[src/rtl/reg_wb_queue.sv]
// reg_wb_queue: in-order writeback queue for multi-cycle results.
// Results are buffered in a small FIFO and drained one per cycle into the
// register file write port whenever the main pipeline leaves it free.
// Per-source pending flags let decode stall on RAW hazards against queued writes.
// Optional build macro WBQ_FWD_EN adds youngest-match forwarding data outputs.
module reg_wb_queue #(
   parameter int DATA_WIDTH_POW = 6,
   parameter int DEPTH_POW      = 2,
   localparam int DATA_WIDTH    = 1 << DATA_WIDTH_POW,
   localparam int DEPTH         = 1 << DEPTH_POW
) (
   input  logic                  clk_in,
   input  logic                  reset_n,
   input  logic                  enq_valid_in,
   output logic                  enq_ready_out,
   input  logic [4:0]            enq_rd_in,
   input  logic [DATA_WIDTH-1:0] enq_data_in,
   input  logic                  wbPortBusy_in,
   output logic                  regWrite_ctrl_out,
   output logic [4:0]            rd_out,
   output logic [DATA_WIDTH-1:0] writeData_out,
   input  logic [4:0]            rs1_in,
   input  logic [4:0]            rs2_in,
   output logic                  rs1Pending_out,
   output logic                  rs2Pending_out,
`ifdef WBQ_FWD_EN
   output logic [DATA_WIDTH-1:0] rs1FwdData_out,
   output logic [DATA_WIDTH-1:0] rs2FwdData_out,
`endif
   output logic [DEPTH_POW:0]    count_out,
   output logic                  empty_out
);

   localparam logic [DEPTH_POW:0] DEPTH_CNT = (DEPTH_POW+1)'(DEPTH);

   logic [DEPTH_POW-1:0]  head_q, head_d;
   logic [DEPTH_POW-1:0]  tail_q, tail_d;
   logic [DEPTH_POW:0]    count_q, count_d;
   logic [4:0]            rd_mem   [DEPTH];
   logic [DATA_WIDTH-1:0] data_mem [DEPTH];
   logic [DEPTH-1:0]      slot_valid;
   logic                  empty;
   logic                  full;
   logic                  enq_fire;
   logic                  deq_fire;

   assign empty             = (count_q == '0);
   assign full              = (count_q == DEPTH_CNT);
   // Ready is masked by reset so producers never handshake while the queue is held clear.
   assign enq_ready_out     = reset_n & ~full;
   // x0 completes the handshake but is never stored.
   assign enq_fire          = enq_valid_in & enq_ready_out & (enq_rd_in != 5'd0);
   assign regWrite_ctrl_out = ~empty & ~wbPortBusy_in;
   assign deq_fire          = regWrite_ctrl_out;
   assign rd_out            = empty ? 5'd0 : rd_mem[head_q];
   assign writeData_out     = empty ? '0 : data_mem[head_q];
   assign count_out         = count_q;
   assign empty_out         = empty;

   // Pointer and occupancy next-state; pointers wrap naturally at DEPTH.
   always_comb begin
      head_d  = head_q;
      tail_d  = tail_q;
      count_d = count_q;
      if (enq_fire) tail_d = tail_q + 1'b1;
      if (deq_fire) head_d = head_q + 1'b1;
      case ({enq_fire, deq_fire})
         2'b10:   count_d = count_q + 1'b1;
         2'b01:   count_d = count_q - 1'b1;
         default: count_d = count_q;
      endcase
   end

   // Pointer and occupancy registers; reset discards everything queued.
   always_ff @(posedge clk_in or negedge reset_n) begin
      if (!reset_n) begin
         head_q  <= '0;
         tail_q  <= '0;
         count_q <= '0;
      end else begin
         head_q  <= head_d;
         tail_q  <= tail_d;
         count_q <= count_d;
      end
   end

   // Entry storage; contents are meaningless outside the valid window, so no reset.
   always_ff @(posedge clk_in) begin
      if (enq_fire) begin
         rd_mem[tail_q]   <= enq_rd_in;
         data_mem[tail_q] <= enq_data_in;
      end
   end

   // A slot is valid when its distance from head is below the occupancy.
   always_comb begin
      slot_valid = '0;
      for (int j = 0; j < DEPTH; j++) begin
         slot_valid[j] = ({1'b0, DEPTH_POW'(j) - head_q} < count_q);
      end
   end

   // Pending flags include the head being written this cycle; the RF update lands after the edge.
   always_comb begin
      rs1Pending_out = 1'b0;
      rs2Pending_out = 1'b0;
      for (int j = 0; j < DEPTH; j++) begin
         if (slot_valid[j] && (rs1_in != 5'd0) && (rd_mem[j] == rs1_in)) rs1Pending_out = 1'b1;
         if (slot_valid[j] && (rs2_in != 5'd0) && (rd_mem[j] == rs2_in)) rs2Pending_out = 1'b1;
      end
   end

`ifdef WBQ_FWD_EN
   // Walk from oldest to youngest so the last match (youngest value) wins.
   always_comb begin
      rs1FwdData_out = '0;
      rs2FwdData_out = '0;
      for (int i = 0; i < DEPTH; i++) begin
         if (({1'b0, DEPTH_POW'(i)} < count_q) && (rs1_in != 5'd0) &&
             (rd_mem[head_q + DEPTH_POW'(i)] == rs1_in))
            rs1FwdData_out = data_mem[head_q + DEPTH_POW'(i)];
         if (({1'b0, DEPTH_POW'(i)} < count_q) && (rs2_in != 5'd0) &&
             (rd_mem[head_q + DEPTH_POW'(i)] == rs2_in))
            rs2FwdData_out = data_mem[head_q + DEPTH_POW'(i)];
      end
   end
`endif

endmodule

[config.mk]
export PLATFORM = sky130hd
export DESIGN_NAME = reg_wb_queue
export DESIGN_NICKNAME = d
export VERILOG_FILES = /design/src/rtl/reg_wb_queue.sv
export SDC_FILE = /design/constraint.sdc
export NUM_CORES = 1
export LEC_CHECK = 0
export BUFFER_PORTS_ARGS = -buffer_cell sky130_fd_sc_hd__buf_2
export CORE_ASPECT_RATIO = 0.9
export CORE_MARGIN = 2
export CORE_UTILIZATION = 50
export DETAILED_ROUTE_END_ITERATION = 16
export GPL_TIMING_DRIVEN = 0
export PLACE_DENSITY = 0.82
export SETUP_SLACK_MARGIN = 0.15
export SYNTH_ARGS = -nofsm -noshare
export SYNTH_HDL_FRONTEND = slang
export SYNTH_SLANG_ARGS = --single-unit
[constraint.sdc]
create_clock -name clk_in -period 2.8 [get_ports clk_in]
set_input_delay 0.7 -clock clk_in [delete_from_list [all_inputs] [get_ports clk_in]]
set_output_delay 0.7 -clock clk_in [all_outputs]
set_load 0.05 [all_outputs]
Yosys cells after proc, flatten, opt, wreduce, memory -nomap -nowiden
Memories as Yosys holds them, arrays and structs flattened.
Index checks and enable logic that the tools add are counted.
Widths: inputs -> output; s select.
- register bits after elaboration: 7
- bits in latches: 0
- RAM bits: 276
- ROM bits: 0
- output and inout bits: 77
- memories kept: 2
- memories (memory ; words ; bits a word ; read ports ; clocked after memory_dff ; wr ports ; RTL line ; RTL):
    data_mem ; 4 ; 64 ; 1 ; 0 ; 1 ; 40 ; logic [DATA_WIDTH-1:0] data_mem [DEPTH];
    rd_mem ; 4 ; 5 ; 5 ; 0 ; 1 ; 39 ; logic [4:0] rd_mem [DEPTH];
- $add $sub $neg: 8
- $mul: 0
- divide/modulo/power cells: 0
- order comparisons: 4
- equality and inequality tests: 11
- shift operators: 0
- multiplexer cells: 13
- bitwise gates (word level): 7
- reductions and logical operators: 21
- operator list (kind ; number):
    $mux 64 ; 1
    $eq 5x5->1 ; 8
    $logic_and 1x1->1 ; 16
    $reduce_bool 5->1 ; 3
    $lt 2x3->1 ; 4
    $mux 1 ; 10
    $pmux 3 s2 ; 1
    $mux 5 ; 1
    $add 2x1->2 const B ; 2
    $and 1x1->1 ; 4
    $sub 1x2->2 const A ; 2
    $sub 2x2->2 const A ; 2
    $add 3x1->3 const B ; 1
    $eq 3x3->1 const B ; 1
    $logic_not 3->1 ; 1
    $not 1->1 ; 3
    $sub 3x1->3 const B ; 1
    $eq 2x1->1 const B ; 1
    $eq 2x2->1 const B ; 1
    $reduce_bool 2->1 ; 1

Logic depth before layout (Yosys ltp)
Gate-level depths: netlist of run 1.
- word-level depth: 8
- depth in mapped cells: 11
- gate-level depth less buffers: 11

Least setup slack after synthesis of run 1
Ideal clock, no wire load.
- kind: reg2reg
- from: register count_q[1], in the netlist count_out[1]
- to: memory data_mem[0][0] (netlist bit), enable pin
- library setup time: 435 ps
- arrival: 3595 ps
- required time: 2365 ps
- path slack: -1230 ps
- cell stages (with the launch flop): 6
- buffers on the path: 0
- path through: dfrtp_1 > inv_1 > a31oi_2 > nand2_1 > a21oi_4 > and2_1
- longest elaborated chain between the ends: 7
- ends and longest elaborated chain (item ; RTL line ; RTL):
    from (decl) ; 38 ; logic [DEPTH_POW:0] count_q, count_d;
    from (signal assigned) ; 83 ; count_q <= count_d;
    $eq 3x3->1 ; 48 ; assign full = (count_q == DEPTH_CNT);
    $not 1->1 ; 50 ; assign enq_ready_out = reset_n & ~full;
    $and 1x1->1 ; 50 ;
    named net enq_ready_out ; 15 ; output logic enq_ready_out,
    $and 1x1->1 (2 in a row) ; 52 ; assign enq_fire = enq_valid_in & enq_ready_out & (enq_rd_in != 5'd0);
    $mux 1 ; 89 ; if (enq_fire) begin
    $mux 1 (not written as such) ; 91 ; data_mem[tail_q] <= enq_data_in;
    to (decl) ; 40 ;
The timed path passes the listed nets, and every way through them passes these cells.

Final worst setup path of run 1
- from: register head_q[0]
- to: output rs2Pending_out
- longest elaborated chain between the ends: 8
- elaborated cells on any way between the ends: 20
- classes of those cells: add/sub (4); order compare (4); mux (4); reduce/logical (8)
- ends and longest elaborated chain (item ; RTL line ; RTL):
    from (decl) ; 36 ; logic [DEPTH_POW-1:0] head_q, head_d;
    from (signal assigned) ; 77 ; head_q <= '0;
    from (signal assigned) ; 81 ; head_q <= head_d;
    $sub 1x2->2 ; 99 ; slot_valid[j] = ({1'b0, DEPTH_POW'(j) - head_q} < count_q);
    $lt 2x3->1 ; 99 ;
    $logic_and 1x1->1 (2 in a row) ; 109 ; if (slot_valid[j] && (rs2_in != 5'd0) && (rd_mem[j] == rs2_in)) rs2Pending_out = 1'b1;
    $mux 1 (3 in a row) ; 109 ;
    $mux 1 * ; 109 ;
    to (decl) ; 25 ; output logic rs2Pending_out,
Every way passes the cells marked *; elsewhere a longest branch is shown, timed or not.

==> impl_metrics.yaml, run 1 <==
floorplanning:
  ioPinCount: 160
  dieHeight_um: 148
  die_x_um: 164
  start_util: 0.511
  dieArea_um2: 24200
  rows: 52
  coreArea_um2: 22500
cells_and_area:
  stdcell_count: 1100
  drive_gt1_frac: 0.491
  n_antenna_cell: 0
  area_growth_pct: 32.3
  final_area_um2: 15200
  fill_cells: 1450
  final_common_cell: "edfxtp_1"
  final_cell_mix: "edfxtp_1 (276), buf_2 (78), buf_6 (76)"
  layout.nets: 874
  fin_util: 0.676
placement:
  routabilityCongestion: 0.912
  place_inst: 1018
  post_dp_cell_area_um2: 12700
  portBuffers: 149
  dp_hpwl_um: 13500
timing:
  fin_worst_skew_ps: 8.89
  fin_crit_sh: 1.17
  rsz0062_at_grt: "true"
  worst-slew-pin-transition_ps: 1100
  fmax_mhz: 305
  fin_crit_ps: 3270
  fin_ws_ps: -474
  setup_viol: 67
  slew-limit-headroom: 0.269
  drv_slew: 0
  finalHoldViolations: 0
route:
  wl_per_cell_um: 22.0
  ant_nets: 0
  drt-initial-drc-count: 370
  wirelength_um: 24200
  drc: 0
  viasPerCell: 5.50
  firstDrtPassIters: 4
  via_count: 6055
clock_network:
  numCtsBuffers: 29
  clk_latency_ps: 530
  cts_buffer_depth: 3
  cts_tree: "yes"
  clk_pin_slew_worst_paths_ps: 60
  htreeDepth: 1
  clock_sinks: 283
  cts_root_buf: "clkbuf_16"
global_routing:
  grt_pass1_vias: 6475
  grt_max_degree: 70
  track_usage: 0.203
  antenna_found_initial: 2
  overflow: 0
  grt_pass1_wl_um: 37000
worst_setup_path:
  cp_data_arrival_time_ps: 2570
  reg2reg_from: "count_out[2]"
  critPathMaxStageDelay_ps: 400
  startpoint: "head_q[0]"
  endpoint: "rs2Pending_out"
  r2r_cells: 5
  cp_max_fo: 2
  reg2reg_slack_ps: 290
  crit_slowest_cell: "dfrtp_1"
  r2r-end: "data_mem[1][61]"
  crit_chain: "buf_8 -> buf_12 -> xnor2_4 -> inv_1 -> ha_1 -> nand2b_1 -> o22ai_4 -> nor4_4 -> nor4_2 -> a21oi_2 -> buf_6"
  cp-start-kind: "flop"
  crit_buf_inv: 4
  cp_top_family: "simple AND/OR/NAND/NOR gates"
  worstPathRequired_ps: 2100
  crit_type: "reg -> out"
  cp.depth: 11
  end_kind: "primary output"
yosys:
  syn-instance-count: 572
  synth.distinct_cells: 28
  netlist_area_um2: 11500
  avgSynthCellArea_um2: 20.1
  synth_seq_area_share: 0.736
  ys_ff_latch: 283
  synth_nets: 665
  yosys_warnings: 0
min_path:
  worstHoldPathType: "in -> reg"
pwr:
  powerDensity_nw_per_um2: 1260
  p_leak_nw: 5.50
  vdd_drop_max_v: 0.00123
run_status:
  violations: "negative setup slack"
  outcome: "complete, but fails checks"
run:
  max_cap_violations: 0
## synth_stat cells, drive strengths merged
cell type | number | area share
and2 | 4 | 0.0022
o21ai | 1 | 0.00043
buf | 12 | 0.0067
xor2 | 19 | 0.014
nor4 | 10 | 0.0054
inv | 11 | 0.0036
nand2 | 3 | 0.00098
edfxtp | 276 | 0.72
nand2b | 2 | 0.0011
a21oi | 4 | 0.0027
o22ai | 2 | 0.0011
nor2 | 5 | 0.0016
mux2 | 1 | 0.00098
ha | 9 | 0.0098
o21ba | 2 | 0.0017
fa | 1 | 0.0017
clkbuf | 22 | 0.0072
a31oi | 1 | 0.0011
nor2b | 70 | 0.038
xnor2 | 28 | 0.021
nor3 | 4 | 0.0022
nand3 | 8 | 0.0035
mux4 | 69 | 0.14
a21boi | 1 | 0.00065
dfrtp | 7 | 0.015
## per-layer routing
metal | track usage | routed length [um] | vias up
met1 | 0.273 | 9860 | 3140
met2 | 0.338 | 12100 | 201
met5 | 0 | 24 | -
met4 | 0.0399 | 482 | 4
li1 | - | - | 2672
met3 | 0.0539 | 1700 | 38
## registers in the layout, indices dropped and copies added (netlist names)
signal and cells:
rd_mem 20, count_out 3, head_q 2, data_mem 256, tail_q 2
## worst min-delay path by stage
stage / from / endpoint / slack [ps] / cells after the start
3_5_place_dp: reset_n / count_out[2] / 550 / 1
6_report: enq_data_in[35] / data_mem[3][35] / 380 / 1
5_1_grt: enq_data_in[1] / data_mem[3][1] / 350 / 1
4_1_cts: enq_data_in[9] / data_mem[3][9] / 350 / 1
3_3_place_gp: count_out[0] / count_out[0] / 540 / 1
2_1_floorplan: reset_n / count_out[0] / 400 / 0
## cells by family (layout without fill, tap and decap cells)
group | Yosys count | count (layout) | share of synthesized area
AND/OR/NAND/NOR | 106 | 106 | 0.0551
XOR/XNOR | 47 | 47 | 0.0358
adder cells (fa/ha/maj) | 10 | 10 | 0.0115
buffers and inverters | 45 | 276 | 0.0175
multiplexers | 70 | 70 | 0.136
flip-flops | 283 | 283 | 0.736
AO/OA/AOI/OAI | 11 | 11 | 0.00773
## through the flow
stage	TNS, ps	power [mW]	setup slack, ps	hold slack (ps)
6_report	-17660	19.2	-474	376
5_1_grt	-22890	20.0	-608	354
4_1_cts	-17590	18.9	-562	354
3_5_place_dp	-46250	12.5	-320	552
3_3_place_gp	-35990	12.4	-379	545
2_1_floorplan	0	10.9	23.2	404
## layout make-up
cell class	instances	area, um^2	share of cell area
Buffer	34	324	0.0213
Clock buffer	36	752	0.0494
Clock inverter	17	160	0.0105
Inverter	11	43.8	0.00288
Multi-Input combinational cell	244	3410	0.224
Sequential cell	283	8470	0.557
Tap cell	297	372	0.0244
Timing Repair Buffer	178	1680	0.111
## repair_timing
action	CTS	global route
setup endpoints to repair	75	72
hold buffers	1	0
hold endpoints to repair	7	0
resized for setup	308	55
cloned	5	1
buffers inserted	19	3
pin swaps	6	5
## where the power goes
group | total [mW] | switching, mW | internal, mW
sequential | 5.33 | 0.162 | 5.17
clock | 3.69 | 1.51 | 2.17
combinational | 10.2 | 5.62 | 4.56
total | 19.2 | 7.30 | 11.9
Note: power is estimated with default switching activity, not from simulation.
==> run 2: changes to the inputs <==
- CORE_MARGIN: 2 -> default
==> run 2 against run 1 <==
Net effect: the flow still finishes with violations (negative setup slack); first-iteration DRC count is 11% lower; core utilization is 1.1 points higher; worst setup slack worse by 0.72 ps; register-to-register slack better by 80 ps; non-clock buffer count is 6 higher; clock-buffer cell count is 3 lower; critical path depth stayed put; routed wire length is 0.17% higher; combinational power is 4% higher; sequential share of layout area is 0.90 points lower; clock power is 2% lower; sequential power hardly changed.
==> impl_metrics.yaml, run 2 (synthesized netlist as in run 1, its figures left out) <==
cells_and_area:
  fin_util: 0.687
  area_growth_pct: 34.5
  top_register: "data_mem"
  final_common_cell: "edfxtp_1"
  largest_reg_flops: 256
  final_cell_mix: "edfxtp_1 (276), buf_2 (76), buf_6 (71)"
  layout.nets: 879
  drive_gt1_frac: 0.513
worst_setup_path:
  crit_buf_inv: 4
  reg2reg_from: "count_out[2]"
  critPathMaxStageDelay_ps: 410
  crit_type: "reg -> out"
  end_kind: "primary output"
  startpoint: "head_q[0]"
  cp-start-kind: "flop"
  crit_path_frequent_cell: "nor4_4"
  worstPathRequired_ps: 2100
  reg2reg_slack_ps: 370
  cp_data_arrival_time_ps: 2570
  r2r_cells: 5
  cp_top_family: "simple AND/OR/NAND/NOR gates"
  crit_slowest_cell: "dfrtp_1"
  r2r-end: "data_mem[0][19]"
  crit_chain: "buf_8 -> buf_12 -> xnor2_4 -> inv_1 -> ha_4 -> nand2b_4 -> o22ai_4 -> nor4_4 -> nor4_4 -> a21oi_2 -> buf_6"
  cp_max_fo: 2
floorplanning:
  ioPinCount: 160
  rows: 52
  start_util: 0.511
  dieHeight_um: 146
  coreArea_um2: 22500
  die_x_um: 162
  dieArea_um2: 23600
timing:
  setup_viol: 71
  slew-limit-headroom: 0.276
  fin_crit_ps: 3270
  fin_worst_skew_ps: 16.9
  fmax_mhz: 305
  holdWs_ps: 364
  fin_crit_sh: 1.17
  fin_ws_ps: -475
  rsz0062_at_grt: "true"
  finalHoldViolations: 0
  drv_slew: 0
  worst-slew-pin-transition_ps: 1090
pwr:
  seqPwrFrac: 0.272
  p_sw_mw: 7.50
  p_clk_frac: 0.184
  power_frac_comb: 0.544
  p_leak_nw: 5.59
  power.internal_mw: 12.1
  sw_frac_of_total: 0.383
  powerDensity_nw_per_um2: 1270
  vdd_drop_max_v: 0.000994
placement:
  portBuffers: 149
  routabilityCongestion: 0.882
  dp_hpwl_um: 13200
  post-place-ws_ps: -289
route:
  viasPerCell: 5.45
  wl_met2_um: 12200
  via_count: 6025
  met3WireLength_um: 1610
  firstDrtPassIters: 4
  drt-met1-wl_um: 9750
  top_layer: "met5"
  ant_nets: 0
  wirelength_um: 24200
  drc: 0
  drt-initial-drc-count: 328
  wl_per_cell_um: 21.9
global_routing:
  antenna_found_initial: 2
  grt_max_degree: 70
  overflow: 0
  grt_pass1_wl_um: 37000
  grt_pass1_vias: 6577
  track_usage: 0.209
min_path:
  holdPathEnd: "data_mem[2][52]"
  worstHoldPathType: "in -> reg"
  holdPathStages: 1
  worstHoldStart: "enq_data_in[52]"
run_status:
  violations: "negative setup slack"
  outcome: "complete, but fails checks"
clock_network:
  cts_root_buf: "clkbuf_16"
  htreeDepth: 1
  cts_buffer_depth: 3
  numCtsBuffers: 28
  clk_latency_ps: 550
  cts_tree: "yes"
  clk_pin_slew_worst_paths_ps: 60
  clock_sinks: 283
run:
  max_cap_violations: 0
-- run 2: changes by cell type in the layout (fill, tap and decap cells not counted), moves of 3 or more --
| cell | delta |
|---|---|
| buf_6 | -5 |
| buf_8 | +10 |
| clkinv_1 | +3 |
| clkinv_2 | -5 |
| nor2b_1 | -10 |
| nor2b_4 | +10 |
| nor4_1 | -3 |
| nor4_4 | +4 |
-- run 2: worst reg2reg max path: stages, from the launching register on --
cell and delay [ps]:
dfrtp_1 370, buf_4 190, a31oi_4 170, nand2_1 110, a21oi_4 250, and2_4 920
-- run 2: how the worst max path moves through the flow --
stage | to | slack [ps] | cells after the start
floorplan | writeData_out[54] | 20 | 4
global placement | writeData_out[28] | -300 | 5
detailed placement | writeData_out[19] | -290 | 5
CTS | rs1Pending_out | -540 | 11
global route | rs1Pending_out | -590 | 10
finish | rs1Pending_out | -470 | 11
-- run 2: area by class of cell --
cell class | instances | area [um^2]
diodes | 1 | 2.50
plain buffers | 34 | 322
clock buffers | 33 | 719
clock inverters | 18 | 160
fillers | 1401 | 7050
inverters | 11 | 43.8
multi-input cells | 244 | 3560
flip-flops and latches | 283 | 8470
well taps | 297 | 372
repair buffers | 184 | 1810
-- run 2: stage by stage --
stage	cells	area, um^2	power, mW	setup TNS (ps)
2_1_floorplan	572	11600	10.9	0
3_3_place_gp	1018	12700	12.4	-25460
3_5_place_dp	1018	12700	12.5	-35500
4_1_cts	1099	15100	19.0	-17600
5_1_grt	1105	15500	20.3	-22750
6_report	1105	15500	19.6	-18800
-- run 2: power by group through the flow --
stage / logic (mW) / registers (mW) / clock network [mW]
final: 10.6 / 5.33 / 3.60
after global routing: 11.1 / 5.37 / 3.83
after CTS: 10.1 / 5.33 / 3.64
after detailed placement: 7.07 / 5.41 / 0
after global placement: 7.01 / 5.38 / 0
after floorplan: 5.44 / 5.43 / 0
-- run 2: what timing repair did --
item,CTS,global route
gates cloned,7,0
gates resized for setup,332,70
buffers inserted,22,5
pin swaps,6,5
setup endpoints to repair,75,73
endpoints found under the hold margin,7,0
hold buffers,1,0
-- run 2: routing by layer --
metal | vias to the layer above | track usage
li1 | 2684 | -
met1 | 3085 | 0.267
met2 | 203 | 0.355
met3 | 51 | 0.0519
met4 | 2 | 0.0585
met5 | - | 0
